<file path="config.mk">
export PLATFORM = sky130hd
export DESIGN_NAME = coax_rx
export DESIGN_NICKNAME = d
export VERILOG_FILES = /design/src/rtl/coax_pkg.sv /design/src/rtl/coax_rx_bit_timer.sv /design/src/rtl/coax_rx.sv
export SDC_FILE = /design/constraint.sdc
export NUM_CORES = 1
export LEC_CHECK = 0
export CELL_PAD_IN_SITES_DETAIL_PLACEMENT = 1
export CELL_PAD_IN_SITES_GLOBAL_PLACEMENT = 1
export CORE_AREA = 2 2 69 97
export CTS_BUF_LIST = sky130_fd_sc_hd__clkbuf_16
export CTS_CLUSTER_DIAMETER = 120
export DETAILED_ROUTE_END_ITERATION = 10
export DIE_AREA = 0 0 71 99
export PLACE_DENSITY = 0.77
export SLEW_MARGIN = 10
export SYNTH_ARGS = -nofsm -noshare
export SYNTH_HDL_FRONTEND = slang
export SYNTH_HIERARCHICAL = 1
export SYNTH_SLANG_ARGS = --single-unit
</file>
<file path="constraint.sdc">
create_clock -name clk -period 2.4 [get_ports clk]
set_input_delay 0.48 -clock clk [delete_from_list [all_inputs] [get_ports clk]]
set_output_delay 0.48 -clock clk [all_outputs]
set_load 0.005 [all_outputs]
</file>
<file path="src/rtl/coax_pkg.sv">
// Shared constants and receiver state encoding for the 3270 coax link.
// Timing constants are in 18.869 MHz clock cycles.
package coax_pkg;

  localparam int CLOCKS_PER_BIT = 8;
  localparam int WINDOW         = 2;
  localparam int QUIESCE_BITS   = 5;
  localparam int CV_CLOCKS      = 12;
  localparam int END_CLOCKS     = 2 * CLOCKS_PER_BIT;

  typedef enum logic [2:0] {
    RX_IDLE,
    RX_QUIESCE,
    RX_CV_HIGH,
    RX_CV_LOW,
    RX_SYNC,
    RX_DATA,
    RX_PARITY,
    RX_END
  } rx_state_t;

endpackage

</file>
<file path="src/rtl/coax_rx_bit_timer.sv">
// Synchronizer, edge detector and digital PLL that recovers biphase mid-bit
// transitions. All outputs are registered and mutually aligned.
module coax_rx_bit_timer
  import coax_pkg::*;
(
  input  logic clk,
  input  logic reset,
  input  logic rx,
  input  logic hunt,
  output logic rx_bit,
  output logic bit_valid,
  output logic timeout,
  output logic rx_edge,
  output logic rx_sync
);

  localparam logic [3:0] WIN_LO = 4'(CLOCKS_PER_BIT - WINDOW);
  localparam logic [3:0] WIN_HI = 4'(CLOCKS_PER_BIT + WINDOW);

  logic       meta;
  logic       sync;
  logic       last;
  logic [3:0] cnt;
  logic       raw_edge;
  logic       rising;
  logic       in_window;
  logic       accept;

  // cnt is the offset of the current edge from the last accepted mid-bit edge;
  // it parks at WIN_HI+1 after a timeout so only a hunt can relock it.
  assign raw_edge  = sync ^ last;
  assign rising    = sync & ~last;
  assign in_window = (cnt >= WIN_LO) && (cnt <= WIN_HI);
  assign accept    = hunt ? rising : (raw_edge && in_window);
  assign rx_sync   = last;

  always_ff @(posedge clk or posedge reset) begin
    if (reset) begin
      meta      <= 1'b0;
      sync      <= 1'b0;
      last      <= 1'b0;
      cnt       <= WIN_HI + 4'd1;
      rx_bit    <= 1'b0;
      bit_valid <= 1'b0;
      timeout   <= 1'b0;
      rx_edge   <= 1'b0;
    end else begin
      meta      <= rx;
      sync      <= meta;
      last      <= sync;
      rx_edge   <= raw_edge;
      bit_valid <= accept;
      timeout   <= !accept && (cnt == WIN_HI);
      if (accept) begin
        rx_bit <= sync;
        cnt    <= 4'd1;
      end else if (cnt <= WIN_HI) begin
        cnt <= cnt + 4'd1;
      end
    end
  end

endmodule

</file>
<file path="src/rtl/coax_rx.sv">
// 3270 coax receiver: start-sequence detection, 10-bit word deframing and
// parity/mid-bit error reporting on top of the recovered bit stream.
module coax_rx
  import coax_pkg::*;
(
  input  logic       clk,
  input  logic       reset,
  input  logic       rx,
  output logic       active,
  output logic [9:0] data,
  output logic       data_strobe,
  output logic       parity_error,
  output logic       loss_of_midbit
);

  localparam logic [3:0] ONES_MIN = 4'(QUIESCE_BITS);
  localparam logic [3:0] CV_LO    = 4'(CV_CLOCKS - WINDOW);
  localparam logic [3:0] CV_HI    = 4'(CV_CLOCKS + WINDOW);
  localparam logic [3:0] CV_START = 4'(CLOCKS_PER_BIT + WINDOW + 1);
  localparam logic [4:0] END_LAST = 5'(END_CLOCKS - 1);

  rx_state_t  state;
  rx_state_t  next_state;
  logic       rx_bit, bit_valid, timeout, rx_edge, rx_sync, hunt;
  logic [3:0] ones_count, cv_cnt, bit_index;
  logic [4:0] end_cnt;
  logic [9:0] shreg;
  logic       cv_in_window, cv_late;
  logic       active_next, strobe_next, perr_next, loss_next;

  assign hunt = (state == RX_IDLE) || (state == RX_CV_LOW);

  coax_rx_bit_timer u_bit_timer (
    .clk       (clk),
    .reset     (reset),
    .rx        (rx),
    .hunt      (hunt),
    .rx_bit    (rx_bit),
    .bit_valid (bit_valid),
    .timeout   (timeout),
    .rx_edge   (rx_edge),
    .rx_sync   (rx_sync)
  );

  // cv_cnt tracks the offset of the edge seen this cycle from the last
  // mid-bit edge (CV_HIGH) or from the falling CV edge (CV_LOW).
  assign cv_in_window = (cv_cnt >= CV_LO) && (cv_cnt <= CV_HI);
  assign cv_late      = cv_cnt > CV_HI;

  always_ff @(posedge clk or posedge reset) begin
    if (reset) begin
      state      <= RX_IDLE;
      ones_count <= 4'd0;
      cv_cnt     <= 4'd0;
      bit_index  <= 4'd0;
      end_cnt    <= 5'd0;
      shreg      <= 10'd0;
    end else begin
      state <= next_state;
      if (state == RX_IDLE) ones_count <= 4'd1;
      else if (state == RX_QUIESCE && bit_valid && rx_bit && ones_count != 4'hf)
        ones_count <= ones_count + 4'd1;
      if (state == RX_QUIESCE) cv_cnt <= CV_START;
      else if (state == RX_CV_HIGH && rx_edge) cv_cnt <= 4'd1;
      else if (cv_cnt != 4'hf) cv_cnt <= cv_cnt + 4'd1;
      if (state != RX_DATA) bit_index <= 4'd9;
      else if (bit_valid) bit_index <= bit_index - 4'd1;
      if (state == RX_DATA && bit_valid) shreg <= {shreg[8:0], rx_bit};
      end_cnt <= (state == RX_END) ? end_cnt + 5'd1 : 5'd0;
    end
  end

  always_comb begin
    next_state = state;
    case (state)
      RX_IDLE:
        if (rx_edge && rx_sync) next_state = RX_QUIESCE;
      RX_QUIESCE:
        if (bit_valid && !rx_bit) next_state = RX_IDLE;
        else if (timeout)
          next_state = (ones_count >= ONES_MIN && rx_sync) ? RX_CV_HIGH : RX_IDLE;
      RX_CV_HIGH:
        if (rx_edge) next_state = cv_in_window ? RX_CV_LOW : RX_IDLE;
        else if (cv_late) next_state = RX_IDLE;
      RX_CV_LOW:
        if (rx_edge) next_state = (cv_in_window && rx_sync) ? RX_DATA : RX_IDLE;
        else if (cv_late) next_state = RX_IDLE;
      RX_SYNC:
        if (timeout) next_state = RX_IDLE;
        else if (bit_valid) next_state = rx_bit ? RX_DATA : RX_END;
      RX_DATA:
        if (timeout) next_state = RX_IDLE;
        else if (bit_valid && bit_index == 4'd0) next_state = RX_PARITY;
      RX_PARITY:
        if (timeout) next_state = RX_IDLE;
        else if (bit_valid) next_state = RX_SYNC;
      RX_END:
        if (rx_edge || end_cnt == END_LAST) next_state = RX_IDLE;
      default:
        next_state = RX_IDLE;
    endcase
  end

  // data_strobe is a one-cycle valid with no back-pressure; data holds
  // its value until the next strobe.
  always_comb begin
    active_next = next_state inside {RX_SYNC, RX_DATA, RX_PARITY, RX_END};
    strobe_next = (state == RX_PARITY) && bit_valid;
    perr_next   = strobe_next && (^{shreg, rx_bit});
    loss_next   = (state inside {RX_SYNC, RX_DATA, RX_PARITY}) && timeout;
  end

  always_ff @(posedge clk or posedge reset) begin
    if (reset) begin
      active         <= 1'b0;
      data           <= 10'd0;
      data_strobe    <= 1'b0;
      parity_error   <= 1'b0;
      loss_of_midbit <= 1'b0;
    end else begin
      active         <= active_next;
      data_strobe    <= strobe_next;
      parity_error   <= perr_next;
      loss_of_midbit <= loss_next;
      if (strobe_next) data <= shreg;
    end
  end

endmodule
</file>
# [Word level (Yosys, flattened, before mapping)]
# Cells that the tools add are included.
[classes] n_addsub=5 magnitude_cmp=6 eq_ne=16 muxes=29 bitwise=3 n_reduce_logical=30
[op_table] cell="$mux W3" n=14
[op_table] cell="$mux W4" n=9
[op_table] cell="$eq A3 B3 Y1 const B" n=8
[op_table] cell="$pmux W3 S8" n=1
[op_table] cell="$logic_and A1 B1 Y1" n=17
[op_table] cell="$add A4 B1 Y4 const B" n=3
[op_table] cell="$reduce_xor A11 Y1" n=1
[op_table] cell="$ge A4 B3 Y1 const B" n=2
[op_table] cell="$le A4 B4 Y1 const B" n=2
[op_table] cell="$ne A4 B4 Y1 const B" n=2
[op_table] cell="$eq A3 B2 Y1 const B" n=2
[op_table] cell="$mux W2" n=3
[op_table] cell="$reduce_bool A2 Y1" n=3
[op_table] cell="$reduce_bool A3 Y1" n=2
[op_table] cell="$add A5 B1 Y5 const B" n=1
[op_table] cell="$eq A5 B4 Y1 const B" n=1
[op_table] cell="$mux W5" n=1
[op_table] cell="$eq A4 B4 Y1 const B" n=1
[op_table] cell="$ge A4 B4 Y1 const B" n=1
[op_table] cell="$gt A4 B4 Y1 const B" n=1
[op_table] cell="$logic_not A4 Y1" n=1
[op_table] cell="$reduce_bool A4 Y1" n=1
[op_table] cell="$sub A4 B1 Y4 const B" n=1
[op_table] cell="$eq A3 B1 Y1 const B" n=1
[op_table] cell="other kinds (8)" n=10
[totals] regBits=55 output_inout_bits=14 wordCells=108

# [Longest topological paths before layout]
# Gate-level depths: netlist of the first run.
[depth] word_depth=8 mapped_depth=7

# [Hierarchy]
# Netlist of the first run, hierarchy kept.
[by_module_without_submodules] mod="coax_rx" instances=1 cells_per_inst=193 area_per_inst_um2=2193.4
[by_module_without_submodules] mod="coax_rx_bit_timer" instances=1 cells_per_inst=42 area_per_inst_um2=496.7

# [Least setup slack after synthesis of the first run]
# Ideal clock, no wire load.
[synth_path] path_kind="register to register" from="register u_bit_timer.cnt[0]" to="register u_bit_timer.rx_bit" setup_ns=0.125 arrival_ns=1.818 required_ns=2.275 slack_ns=0.457 stages_incl_launch_ff=8 n_path_buf=1 synth_period_minus_slack_ns=1.943 cell_sequence="dfstp_2 clkbuf_1 inv_1 ha_1 o21ba_2 mux2i_1 o31ai_4 mux2_4"
[synth_between] elab_chain_cells=4 word_cells_on_any_way=5 classes_between="order compare (2); mux (1); reduce/logical (2)"
[synth_lines] element="start: declaration" line_no="coax_rx_bit_timer.sv:23" rtl="logic [3:0] cnt;"
[synth_lines] element="start signal: assignment" line_no="coax_rx_bit_timer.sv:42" rtl="cnt <= WIN_HI + 4'd1;"
[synth_lines] element="start signal: assignment" line_no="coax_rx_bit_timer.sv:58" rtl="cnt <= cnt + 4'd1;"
[synth_lines] element="$ge A4 B3 Y1 or $le A4 B4 Y1 (tied branches)" line_no="coax_rx_bit_timer.sv:33" rtl="assign in_window = (cnt >= WIN_LO) && (cnt <= WIN_HI);"
[synth_lines] element="$logic_and A1 B1 Y1 *" line_no="coax_rx_bit_timer.sv:33"
[synth_lines] element="$logic_and A1 B1 Y1 *" line_no="coax_rx_bit_timer.sv:34" rtl="assign accept = hunt ? rising : (raw_edge && in_window);"
[synth_lines] element="$mux W1 *" line_no="coax_rx_bit_timer.sv:34"
[synth_lines] element="net u_bit_timer.accept" line_no="coax_rx_bit_timer.sv:27" rtl="logic accept;"
[synth_lines] element="end signal: assignment" line_no="coax_rx_bit_timer.sv:55" rtl="rx_bit <= sync;"
[synth_lines] element="end: declaration" line_no="coax_rx_bit_timer.sv:10" rtl="output logic rx_bit,"
# The timed path passes the listed nets; every way through them passes the cells marked *.
# A chain may end at the register's enable or synchronous reset.

# [Worst setup path in the final report of the first run]
# Same ends and word-level chain as after synthesis.

==> results of run 1 <==
-- metal layers --
metal	global-route usage, %	wire length, µm
met1	20.37	2187
met2	31.99	3109
met3	2.761	78
met4	6.241	101
met5	0	0
-- power groups by stage --
stage	registers, µW	clock network (µW)	logic [µW]
after floorplan	1130	0	639
after global placement	1240	0	672
after detailed placement	1250	0	698
after CTS	1230	715	713
after global routing	1260	748	800
final	1240	694	699
-- path summary, 6_finish.rpt --
check | to | from | slack (ps) | cells past startpoint
setup / recovery | u_bit_timer/rx_bit | u_bit_timer/cnt[0] | 520 | 6
hold / removal | u_bit_timer/sync | u_bit_timer/meta | 370 | 0
setup reg to reg | u_bit_timer/rx_bit | u_bit_timer/cnt[0] | 520 | 6
hold reg to reg | u_bit_timer/sync | u_bit_timer/meta | 370 | 0
max in group asynchronous | data[0] | reset | 1250 | 3
min in group asynchronous | u_bit_timer/meta | reset | 520 | 2
-- sequential cells by signal (all words and copies together) (netlist names), 2 cells and up --
signal and flops:
cv_cnt 4, bit_index 4, shreg 10, end_cnt 5, data 10, u_bit_timer/cnt 4, ones_count 4, state 2
-- worst max-delay path: stages (launching register included) --
cell and delay (ps):
sky130_fd_sc_hd__dfstp_2 620, sky130_fd_sc_hd__inv_1 70, sky130_fd_sc_hd__ha_1 190, sky130_fd_sc_hd__o21ba_2 210, sky130_fd_sc_hd__mux2i_1 230, sky130_fd_sc_hd__o31ai_4 130, sky130_fd_sc_hd__mux2_4 320
-- layout make-up --
| cell class | count | area (µm²) |
|---|---|---|
| Fill cell | 651 | 3093 |
| Sequential cell | 54 | 1355 |
| Multi-Input combinational cell | 154 | 1220 |
| Timing Repair Buffer | 19 | 195.2 |
| Clock buffer | 5 | 125.1 |
| Tap cell | 72 | 90.09 |
| Inverter | 19 | 71.32 |
| Clock inverter | 3 | 18.77 |
-- synth_stat cells (4+ instances only) --
library cell,n
sky130_fd_sc_hd__nand3_1,7
sky130_fd_sc_hd__mux2_2,21
sky130_fd_sc_hd__ha_1,11
sky130_fd_sc_hd__xnor2_1,15
sky130_fd_sc_hd__nor2_1,14
sky130_fd_sc_hd__nand2_1,15
sky130_fd_sc_hd__buf_2,5
sky130_fd_sc_hd__inv_1,19
sky130_fd_sc_hd__and3_1,4
sky130_fd_sc_hd__a21oi_1,9
sky130_fd_sc_hd__dfrtp_1,51
sky130_fd_sc_hd__nand2b_1,6
sky130_fd_sc_hd__o21ai_0,6
-- stage by stage --
step	util (%)	setup slack, ps	hold WS [ps]	std cells
floorplan	-	456.7	330.3	235
global placement	47.53	568.4	333.5	318
detailed placement	47.53	495.1	358.0	318
CTS	49.86	468.8	374.9	326
global route	49.86	355.2	374.5	326
finish	49.86	517.1	373.5	326
-- logic make-up after synthesis --
logic type / synth area share (%)
AND/OR/NAND/NOR: 14.28
flip-flops: 50.37
AO/OA/AOI/OAI: 9.117
buffers and inverters: 4.279
multiplexers: 10.47
XOR/XNOR: 6.372
adder cells (fa/ha/maj): 5.116
-- cell usage in the layout, fill, tap and decap left out, drive strengths merged, types with 3 or more instances in the layout --
master         synthesis  final
mux2i                  3      3
ha                    11     11
inv                   19     19
nand3                  7      7
o21ai                  6      6
buf                    6      3
and3                   4      4
clkbuf                 2      5
dfstp                  3      3
mux2                  22     22
nor3                   4      4
a21oi                  9      9
nor4                   5      5
nor2                  14     14
dfrtp                 51     51
nand2b                 6      6
clkdlybuf4s50          0     16
xnor2                 15     15
nand2                 15     15
nor2b                  3      3
==> Implementation_results.wiki, run 1 <==
{| class="wikitable"
! Metric !! Value
|-
| Status || complete, no violations
|-
| Total power || 2628 µW
|-
| Number of setup buffers added after CTS || 0
|-
| WP data arrival || 2050 ps
|-
| Int Power || 1747 µW
|-
| Antenna violations before repair || 0
|-
| Sequential share of power || 47.0%
|-
| Top cells by area in the synthesized netlist || sky130_fd_sc_hd__dfrtp_1, sky130_fd_sc_hd__mux2_2, sky130_fd_sc_hd__ha_1
|-
| Routed vias || 1757
|-
| Total number of yosys warnings || 6
|-
| Clock slew at reported path FFs || 70 ps
|-
| Clock buffer depth || 2
|-
| Number of nets with antenna violations after routing || 0
|-
| Number of remaining DRC errors || 0
|-
| Count of antenna diodes in the layout || 0
|-
| IO Pins || 17
|-
| Total Die Area || 7029 µm²
|-
| Flop and latch count out of synthesis || 54
|-
| Port Buffers || 16
|-
| Normalized max-slew margin || 41.46%
|-
| Total track usage || 17.49%
|-
| CTS-repair resized insts || 0
|-
| Post-synthesis average cell area || 11.45 µm²
|-
| Number of enable flip-flop cells after synthesis || 0
|-
| Number of maximum-capacitance constraint violations || 0
|-
| Portion of total power attributed to the clock network || 26.4%
|-
| Number of sinks driven by the clock tree || 54
|-
| Total placed instance area || 2932 µm²
|-
| Syn_nets || 249
|-
| Largest area contributor in the synthesized netlist || sky130_fd_sc_hd__dfrtp_1
|-
| Die Y-Extent || 99 µm
|-
| Highest clock frequency the design can meet || 0.5311 GHz
|-
| Layout overhead on the synthesized area || 14.33%
|-
| Gate Count Post-Synth || 235
|-
| Worst voltage drop across the vdd grid || 0.0005045 V
|-
| Global-route wire length before repair || 9.653 mm
|-
| Wire length reported by the detailed router || 5.476 mm
|-
| Core Area || 6168 µm²
|-
| Netlist Area Pre-Place || 2690 µm²
|-
| Post-synth top area share || 47.44%
|-
| Die width || 71 µm
|-
| Switching power || 881.2 µW
|-
| CTS Hold Bufs || 0
|-
| Worst path required time || 2570 ps
|-
| Share of the cycle needed by the critical path after routing || 78.45%
|-
| Part of the total power dissipated in combinational logic || 26.6%
|-
| Detailed-placement wirelength estimate || 3.928 mm
|-
| Congestion Overflow GR || 0
|-
| WL/cell || 16.80 µm
|-
| Final number of max-transition violations || 0
|-
| TritonCTS clock tree || built
|-
| Static Leakage || 0.001375 µW
|-
| Maximum clock skew at final layout || 6.826 ps
|-
| Final setup violation count || 0
|-
| Starting DRT DRC Count || 34
|-
| Critical Path End Type || flip-flop
|-
| Nets@finish || 267
|-
| Number of buffers inserted during clock tree synthesis || 5
|-
| Worst-Skew Late Latency || 290 ps
|-
| Routed vias/inst || 5.390
|-
| Post-synth top flop || sky130_fd_sc_hd__dfrtp_1
|-
| Routability-driven placement congestion ratio || 0.8108
|-
| Share of final-layout standard cells stronger than drive strength 1 || 17.72%
|-
| Number of global-route vias before repair || 1955
|-
| Initial DRT Pass Iterations || 6
|-
| Floorplan row count || 34
|-
| Worst-margin pin slew || 872.8 ps
|-
| Async set-reset flop share out of synthesis || 100.0%
|-
| Starting utilization of the core area || 43.61%
|-
| Cell area power density || 854.5 nW/µm²
|-
| Sequential share of the synthesized area || 50.37%
|-
| Number of H-tree levels || 2
|-
| Final hold violations || 0
|-
| Master cell of the clock root buffer || sky130_fd_sc_hd__clkbuf_16
|-
| Path type of the worst min-delay path || reg2reg
|-
| Maximum number of pins on one net before global-route repair || 23
|-
| Post-route standard cell area excluding fillers || 3075 µm²
|-
| Unrepaired setup endpoints after global routing || no
|-
| Number of distinct library cell variants in the gate-level netlist after synthesis || 50
|-
| Aggregate negative setup slack || 0 ps
|-
| Minimum clock period after layout || 1883 ps
|-
| Worst setup path class || reg2reg
|-
| Startpoint type of the worst setup path || flip-flop
|-
| Switch share || 33.53%
|-
| Max Fanout on Critical Path || 9
|}
No activity file was read; power rests on OpenSTA's default activity.
==> run 2: changes to the inputs <==
==> constraint.sdc (replaced) <==
create_clock -name clk -period 1.92 [get_ports clk]
set_input_delay 0.384 -clock clk [delete_from_list [all_inputs] [get_ports clk]]
set_output_delay 0.384 -clock clk [all_outputs]
set_load 0.005 [all_outputs]
==> run 2 against run 1 <==
  * Power is 32% higher
  * Cell area grew 1.7%
  * Sequential cell count unchanged
  * Worst setup slack worse by 410 ps
  * Via count rose by 2.6%
  * Non-clock buffer count rose by 4
==> Implementation_results.wiki, run 2 (synthesized netlist as in run 1, its figures left out) <==
{| class="wikitable"
! Metric !! Value
|-
| Status || complete, no violations (unchanged)
|-
| List of cells traversed by the critical path || nor2_1 > inv_1 > a21oi_1 > nand2_1 > o31ai_4 > mux2_4 (was inv_1 > ha_1 > o21ba_2 > mux2i_1 > o31ai_4 > mux2_4)
|-
| WP data arrival || 1990 ps (was 2050 ps)
|-
| Initial DRT Pass Iterations || 4 (was 6)
|-
| Int Power || 2354 µW (was 1747 µW)
|-
| Maximum number of pins on one net before global-route repair || 44 (was 23)
|-
| Wire length reported by the detailed router || 5.423 mm (was 5.476 mm)
|-
| Worst Slack Setup Final || 102.4 ps (was 517.1 ps)
|-
| Final hold violations || 0 (unchanged)
|-
| Share of the cycle needed by the critical path after routing || 94.67% (was 78.45%)
|-
| Post-layout utilization of the core || 50.73% (was 49.86%)
|-
| Critical path's top delay family || flip-flops (unchanged)
|-
| R2R depth || 6 (unchanged)
|-
| Share of final-layout standard cells stronger than drive strength 1 || 19.38% (was 17.72%)
|-
| Routed vias || 1803 (was 1757)
|-
| Number of nets with antenna violations after routing || 0 (unchanged)
|-
| Total Die Area || 7029 µm² (unchanged)
|-
| Worst setup path startpoint || state[1] (was u_bit_timer/cnt[0])
|-
| Die Y-Extent || 99 µm (unchanged)
|-
| Final setup violation count || 0 (unchanged)
|-
| Startpoint type of the worst setup path || flip-flop (unchanged)
|-
| Nets@finish || 271 (was 267)
|-
| Total track usage || 17.05% (was 17.49%)
|-
| Worst setup path class || reg2reg (unchanged)
|-
| Worst-margin pin slew || 439.0 ps (was 872.8 ps)
|-
| Global-route wire length before repair || 9.453 mm (was 9.653 mm)
|-
| Clock slew at reported path FFs || 70 ps (about the same)
|-
| Master cell of the clock root buffer || sky130_fd_sc_hd__clkbuf_16 (unchanged)
|-
| Number of setup buffers added after CTS || 0 (unchanged)
|-
| Worst R2R End || u_bit_timer/rx_bit (unchanged)
|-
| Largest stage delay on the critical path || 480 ps (was 620 ps)
|-
| Portion of total power attributed to the clock network || 29.2% (was 26.4%)
|-
| Worst path required time || 2090 ps (was 2570 ps)
|-
| Starting DRT DRC Count || 34 (unchanged)
|-
| Part of the total power dissipated in combinational logic || 28.1% (was 26.6%)
|-
| Count of antenna diodes in the layout || 0 (unchanged)
|-
| Final number of max-transition violations || 0 (unchanged)
|-
| Minimum clock period after layout || 1818 ps (was 1883 ps)
|-
| Path type of the worst min-delay path || reg2reg (unchanged)
|-
| Max Fanout on Critical Path || 10 (was 9)
|-
| Antenna violations before repair || 0 (unchanged)
|-
| IO Pins || 17 (unchanged)
|-
| Number of H-tree levels || 2 (unchanged)
|-
| Number of sinks driven by the clock tree || 54 (unchanged)
|-
| WL/cell || 16.43 µm (was 16.80 µm)
|-
| Switch share || 32.28% (was 33.53%)
|-
| Registers with the highest flip-flop counts || data: 10 flops, shreg: 10 flops, end_cnt: 5 flops (unchanged)
|-
| Die width || 71 µm (unchanged)
|-
| Worst voltage drop across the vdd grid || 0.0007897 V (was 0.0005045 V)
|-
| Highest clock frequency the design can meet || 0.5502 GHz (was 0.5311 GHz)
|-
| Total power || 3477 µW (was 2628 µW)
|-
| Clock buffer depth || 2 (unchanged)
|-
| Worst slack at placement || 146.8 ps (was 495.1 ps)
|-
| Sequential share of power || 42.6% (was 47.0%)
|-
| Routed vias/inst || 5.464 (was 5.390)
|-
| Crit path max-delay cell type || sky130_fd_sc_hd__dfrtp_1 (was sky130_fd_sc_hd__dfstp_2)
|-
| Number of remaining DRC errors || 0 (unchanged)
|-
| Core Area || 6168 µm² (unchanged)
|-
| Layout overhead on the synthesized area || 16.33% (was 14.33%)
|-
| Normalized max-slew margin || 70.66% (was 41.46%)
|-
| Port Buffers || 16 (unchanged)
|-
| Starting utilization of the core area || 43.61% (unchanged)
|-
| Placed Instances || 322 (was 318)
|-
| Total buffers and inverters traversed by the critical path || 1 (unchanged)
|-
| Cell area power density || 1111 nW/µm² (was 854.5 nW/µm²)
|-
| Count of cell instances traversed by the critical path || 6 (unchanged)
|-
| Unrepaired setup endpoints after global routing || no (unchanged)
|-
| Non-filler cells in the finished layout || 330 (was 326)
|-
| Detailed-placement wirelength estimate || 3.915 mm (was 3.928 mm)
|-
| Number of global-route vias before repair || 1944 (was 1955)
|-
| Worst-Skew Late Latency || 290 ps (about the same)
|-
| Commonest cells after routing, fill and taps aside || sky130_fd_sc_hd__dfrtp_1, sky130_fd_sc_hd__mux2_2, sky130_fd_sc_hd__inv_1 (unchanged)
|-
| RR Startpoint || state[1] (was u_bit_timer/cnt[0])
|-
| Congestion Overflow GR || 0 (unchanged)
|-
| Routability-driven placement congestion ratio || 0.7374 (was 0.8108)
|-
| TritonCTS clock tree || built (unchanged)
|-
| Maximum clock skew at final layout || 5.650 ps (was 6.826 ps)
|-
| Switching power || 1122 µW (was 881.2 µW)
|-
| Worst R2R Setup Slack || 100 ps (was 520 ps)
|-
| Number of buffers inserted during clock tree synthesis || 5 (unchanged)
|-
| Destination of the critical timing path || u_bit_timer/rx_bit (unchanged)
|-
| Floorplan row count || 34 (unchanged)
|-
| Number of maximum-capacitance constraint violations || 0 (unchanged)
|-
| Critical Path End Type || flip-flop (unchanged)
|-
| Aggregate negative setup slack || 0 ps (unchanged)
|-
| Leading cell type in the layout, fill and taps excluded || sky130_fd_sc_hd__dfrtp_1 (unchanged)
|-
| Static Leakage || 0.001407 µW (was 0.001375 µW)
|}
==> run 2: cell types whose count changed in the layout (fill, tap and decap cells not counted), sizes merged <==
| cell | previous run | this run |
|---|---|---|
| buf | 3 | 7 |
| bufinv | 0 | 1 |
| clkinvlp | 2 | 1 |
==> run 2: worst min-delay path by stage <==
stage                          start                    end  slack (ps)  cells after the start
detailed placement  u_bit_timer/meta       u_bit_timer/sync         340                      0
floorplan                      reset  u_bit_timer/bit_valid         230                      1
finish              u_bit_timer/meta       u_bit_timer/sync         350                      0
global route        u_bit_timer/meta       u_bit_timer/sync         370                      0
global placement    u_bit_timer/meta       u_bit_timer/sync         330                      0
CTS                 u_bit_timer/meta       u_bit_timer/sync         360                      0
==> run 2: worst reg2reg max path, stage by stage, from the launching register on <==
cell and delay, ps:
sky130_fd_sc_hd__dfrtp_1 480, sky130_fd_sc_hd__nor2_1 240, sky130_fd_sc_hd__inv_1 70, sky130_fd_sc_hd__a21oi_1 320
sky130_fd_sc_hd__nand2_1 150, sky130_fd_sc_hd__o31ai_4 120, sky130_fd_sc_hd__mux2_4 330
==> run 2: timing repair <==
item,in CTS,in global routing
hold buffers,0,0
resized for setup,1,0
endpoints found under the setup margin,1,0
==> run 2: power groups by stage <==
stage                     sequential, µW  clock (µW)  combinational, µW
after floorplan                     1420           0                802
after global placement              1490           0                941
after detailed placement            1500           0                986
after CTS                           1480        1040                999
after global routing                1510        1080               1120
final                               1480        1020                979
==> run 2: layout make-up <==
cell class              instances  area, µm²
clock inverters                 3      41.29
fillers                       645       3039
multi-input cells             154       1220
clock buffers                   5      125.1
inverters                      19      71.32
flip-flops and latches         54       1356
well taps                      72      90.09
repair buffers                 23      225.2
==> run 2: routing by layer <==
metal	vias to the layer above	global-route usage [%]	share of wire, %
met5	-	0	0
met4	0	5.660	1.8
met3	7	3.067	1.9
met2	19	30.91	56
met1	924	20.07	40
li1	853	-	-
==> run 2: through the flow <==
step	cell area [µm²]	hold slack, ps
final	3129	355.0
after global routing	3129	372.1
after CTS	3129	357.5
after detailed placement	2962	341.8
after global placement	2962	331.6
after floorplan	2691	234.3
==> run 3: changes to the inputs <==
--- a/config.mk
+++ b/config.mk
@@ -12,6 +12,7 @@
 export CTS_CLUSTER_DIAMETER = 120
 export DETAILED_ROUTE_END_ITERATION = 10
 export DIE_AREA = 0 0 71 99
+export GPL_TIMING_DRIVEN = 1
 export PLACE_DENSITY = 0.77
 export SLEW_MARGIN = 10
 export SYNTH_ARGS = -nofsm -noshare
==> constraint.sdc (replaced) <==
create_clock -name clk -period 1.92 [get_ports clk]
set_input_delay 0.288 -clock clk [delete_from_list [all_inputs] [get_ports clk]]
set_output_delay 0.288 -clock clk [all_outputs]
set_load 0.005 [all_outputs]
==> run 3 against run 2 <==
  * First-iteration DRC count rose by 50%
  * Clock power fell by 8%
  * Sequential cell count did not move
  * Worst setup slack improved by 63 ps
  * Critical endpoint is now active
  * Clock skew rose by 2.4 ps
  * Die area did not move
  * Fmax rose by 3.6%
  * Critical path type is now reg2out
==> Implementation_results.wiki, run 3 (synthesized netlist as in run 1, its figures left out) <==
{| class="wikitable"
! Metric !! Value
|-
| Status || complete, no violations (unchanged)
|-
| Portion of total power attributed to the clock network || 27.8% (was 29.2%)
|-
| Share of the cycle needed by the critical path after routing || 91.37% (was 94.67%)
|-
| Routed vias || 1789 (was 1803)
|-
| R2R depth || 6 (unchanged)
|-
| WP data arrival || 1470 ps (was 1990 ps)
|-
| Met2 global-route usage || 33.36% (was 30.91%)
|-
| Minimum clock period after layout || 1754 ps (was 1818 ps)
|-
| TritonCTS clock tree || built (unchanged)
|-
| Layout overhead on the synthesized area || 16.46% (was 16.33%)
|-
| Sequential cell area || 1356 µm² (unchanged)
|-
| List of cells traversed by the critical path || buf_4 > clkdlybuf4s50_1 (was nor2_1 > inv_1 > a21oi_1 > nand2_1 > o31ai_4 > mux2_4)
|-
| Die Y-Extent || 99 µm (unchanged)
|-
| Worst voltage drop across the vdd grid || 0.0005691 V (was 0.0007897 V)
|-
| Normalized max-slew margin || 71.93% (was 70.66%)
|-
| Final number of max-transition violations || 0 (unchanged)
|-
| Detailed-placement wirelength estimate || 3.995 mm (was 3.915 mm)
|-
| Aggregate negative setup slack || 0 ps (unchanged)
|-
| Worst-Skew Late Latency || 300 ps (was 290 ps)
|-
| Sequential share of power || 44.3% (was 42.6%)
|-
| Number of maximum-capacitance constraint violations || 0 (unchanged)
|-
| Final setup violation count || 0 (unchanged)
|-
| Number of setup buffers added after CTS || 0 (unchanged)
|-
| RR Startpoint || state[0] (was state[1])
|-
| Crit path max-delay cell type || sky130_fd_sc_hd__clkdlybuf4s50_1 (was sky130_fd_sc_hd__dfrtp_1)
|-
| Congestion Overflow GR || 0 (unchanged)
|-
| Port Buffers || 16 (unchanged)
|-
| Clock slew at reported path FFs || 70 ps (about the same)
|-
| Switching power || 1137 µW (was 1122 µW)
|-
| Unrepaired setup endpoints after global routing || no (unchanged)
|-
| Starting utilization of the core area || 43.61% (unchanged)
|-
| Count of antenna diodes in the layout || 0 (unchanged)
|-
| Combined area of the multi-input logic cells || 1224 µm² (was 1220 µm²)
|-
| CTS-repair resized insts || 0 (was 1)
|-
| Leading cell type in the layout, fill and taps excluded || sky130_fd_sc_hd__dfrtp_1 (unchanged)
|-
| Maximum number of pins on one net before global-route repair || 44 (unchanged)
|-
| Highest clock frequency the design can meet || 0.5700 GHz (was 0.5502 GHz)
|-
| Number of global-route vias before repair || 1992 (was 1944)
|-
| Worst-margin pin slew || 417.8 ps (was 439.0 ps)
|-
| Number of buffers inserted during clock tree synthesis || 5 (unchanged)
|-
| Worst R2R End || u_bit_timer/rx_bit (unchanged)
|-
| Largest stage delay on the critical path || 510 ps (was 480 ps)
|-
| WL/cell || 16.62 µm (was 16.43 µm)
|-
| Number of nets with antenna violations after routing || 0 (unchanged)
|-
| Routability-driven placement congestion ratio || 0.7416 (was 0.7374)
|-
| Cell area power density || 1074 nW/µm² (was 1111 nW/µm²)
|-
| Commonest cells after routing, fill and taps aside || sky130_fd_sc_hd__dfrtp_1, sky130_fd_sc_hd__mux2_2, sky130_fd_sc_hd__inv_1 (unchanged)
|-
| Met1 routing resource usage after global routing || 19.31% (was 20.07%)
|-
| Max Fanout on Critical Path || 9 (was 10)
|-
| Total track usage || 17.60% (was 17.05%)
|-
| CTS Hold Bufs || 0 (unchanged)
|-
| Switch share || 33.78% (was 32.28%)
|-
| IO Pins || 17 (unchanged)
|-
| Starting DRT DRC Count || 51 (was 34)
|-
| Global-route wire length before repair || 9.694 mm (was 9.453 mm)
|-
| Registers with the highest flip-flop counts || data: 10 flops, shreg: 10 flops, end_cnt: 5 flops (unchanged)
|-
| Fill cell count || 658 (was 645)
|-
| Floorplan row count || 34 (unchanged)
|-
| Global-route met3 utilization || 3.170% (was 3.067%)
|-
| Final hold violations || 0 (unchanged)
|-
| Part of the total power dissipated in combinational logic || 27.9% (was 28.1%)
|-
| Initial DRT Pass Iterations || 4 (unchanged)
|-
| Nets@finish || 273 (was 271)
|-
| Worst path required time || 1630 ps (was 2090 ps)
|-
| Number of remaining DRC errors || 0 (unchanged)
|-
| Int Power || 2229 µW (was 2354 µW)
|-
| Worst R2R Setup Slack || 170 ps (was 100 ps)
|-
| Maximum clock skew at final layout || 8.048 ps (was 5.650 ps)
|-
| Number of sinks driven by the clock tree || 54 (unchanged)
|-
| Wire length reported by the detailed router || 5.519 mm (was 5.423 mm)
|-
| Critical Path End Type || output pin (was flip-flop)
|-
| Number of H-tree levels || 2 (unchanged)
|-
| Startpoint type of the worst setup path || flip-flop (unchanged)
|-
| Non-filler cells in the finished layout || 332 (was 330)
|-
| Total Die Area || 7029 µm² (unchanged)
|-
| Share of final-layout standard cells stronger than drive strength 1 || 20.77% (was 19.38%)
|-
| Layer carrying the most global-route usage || met2 (unchanged)
|-
| Master cell of the clock root buffer || sky130_fd_sc_hd__clkbuf_16 (unchanged)
|-
| Clock buffer depth || 2 (unchanged)
|-
| Static Leakage || 0.001412 µW (was 0.001407 µW)
|-
| Worst setup path class || reg2out (was reg2reg)
|-
| Antenna violations before repair || 0 (unchanged)
|-
| Core Area || 6168 µm² (unchanged)
|-
| Die width || 71 µm (unchanged)
|-
| Path type of the worst min-delay path || in2async (was reg2reg)
|-
| Placed Instances || 324 (was 322)
|-
| Routed vias/inst || 5.389 (was 5.464)
|-
| Post-layout utilization of the core || 50.79% (was 50.73%)
|}
run 3: cell count changes in the layout (fill, tap and decap cells not counted), sizes merged:
cell	before	now
clkinvlp	1	0
inv	19	21
bufinv	1	0
buf	7	9
run 3: final cells by class:
class	count	share of cell area (%)
flip-flops and latches	54	43.29
multi-input cells	154	39.06
repair buffers	25	7.668
clock buffers	5	3.994
well taps	72	2.875
inverters	19	2.276
clock inverters	3	0.8387
run 3: layer usage:
| layer | vias to the layer above | wire (µm) |
|---|---|---|
| met5 | - | 0 |
| met4 | 0 | 91 |
| met3 | 8 | 116 |
| met2 | 15 | 3180 |
| met1 | 911 | 2130 |
| li1 | 855 | - |
run 3: worst max-delay path, delay by kind of cell, from the launching register on:
| family | cells | cell delay, ps |
|---|---|---|
| buf+inv | 2 | 710 |
| flops | 1 | 470 |
run 3: how the worst max path moves through the flow:
| stage | startpoint | to | slack (ps) |
|---|---|---|---|
| 6_report | active | active | 170 |
| 5_1_grt | end_cnt[0] | state[0] | 70 |
| 4_1_cts | active | active | 60 |
| 3_5_place_dp | state[0] | u_bit_timer/rx_bit | 150 |
| 3_3_place_gp | state[0] | u_bit_timer/rx_bit | 190 |
| 2_1_floorplan | u_bit_timer/cnt[0] | u_bit_timer/rx_bit | 70 |
run 3: per-stage QoR:
step / cell area, µm² / worst slack (ps) / total power, µW / hold WS [ps]
after global routing: 3133 / 68.24 / 3599 / 364.2
after CTS: 3128 / 64.84 / 3402 / 340.7
after detailed placement: 2977 / 145.3 / 2455 / 336.2
after floorplan: 2691 / 67.27 / 2219 / 138.3
final: 3133 / 165.7 / 3366 / 319.3
after global placement: 2977 / 192.9 / 2410 / 332.1
run 3: power groups by stage:
stage	combinational (µW)	sequential, µW	clock [µW]
after floorplan	802	1420	0
after global placement	909	1500	0
after detailed placement	939	1520	0
after CTS	951	1490	958
after global routing	1070	1520	1010
final	939	1490	935
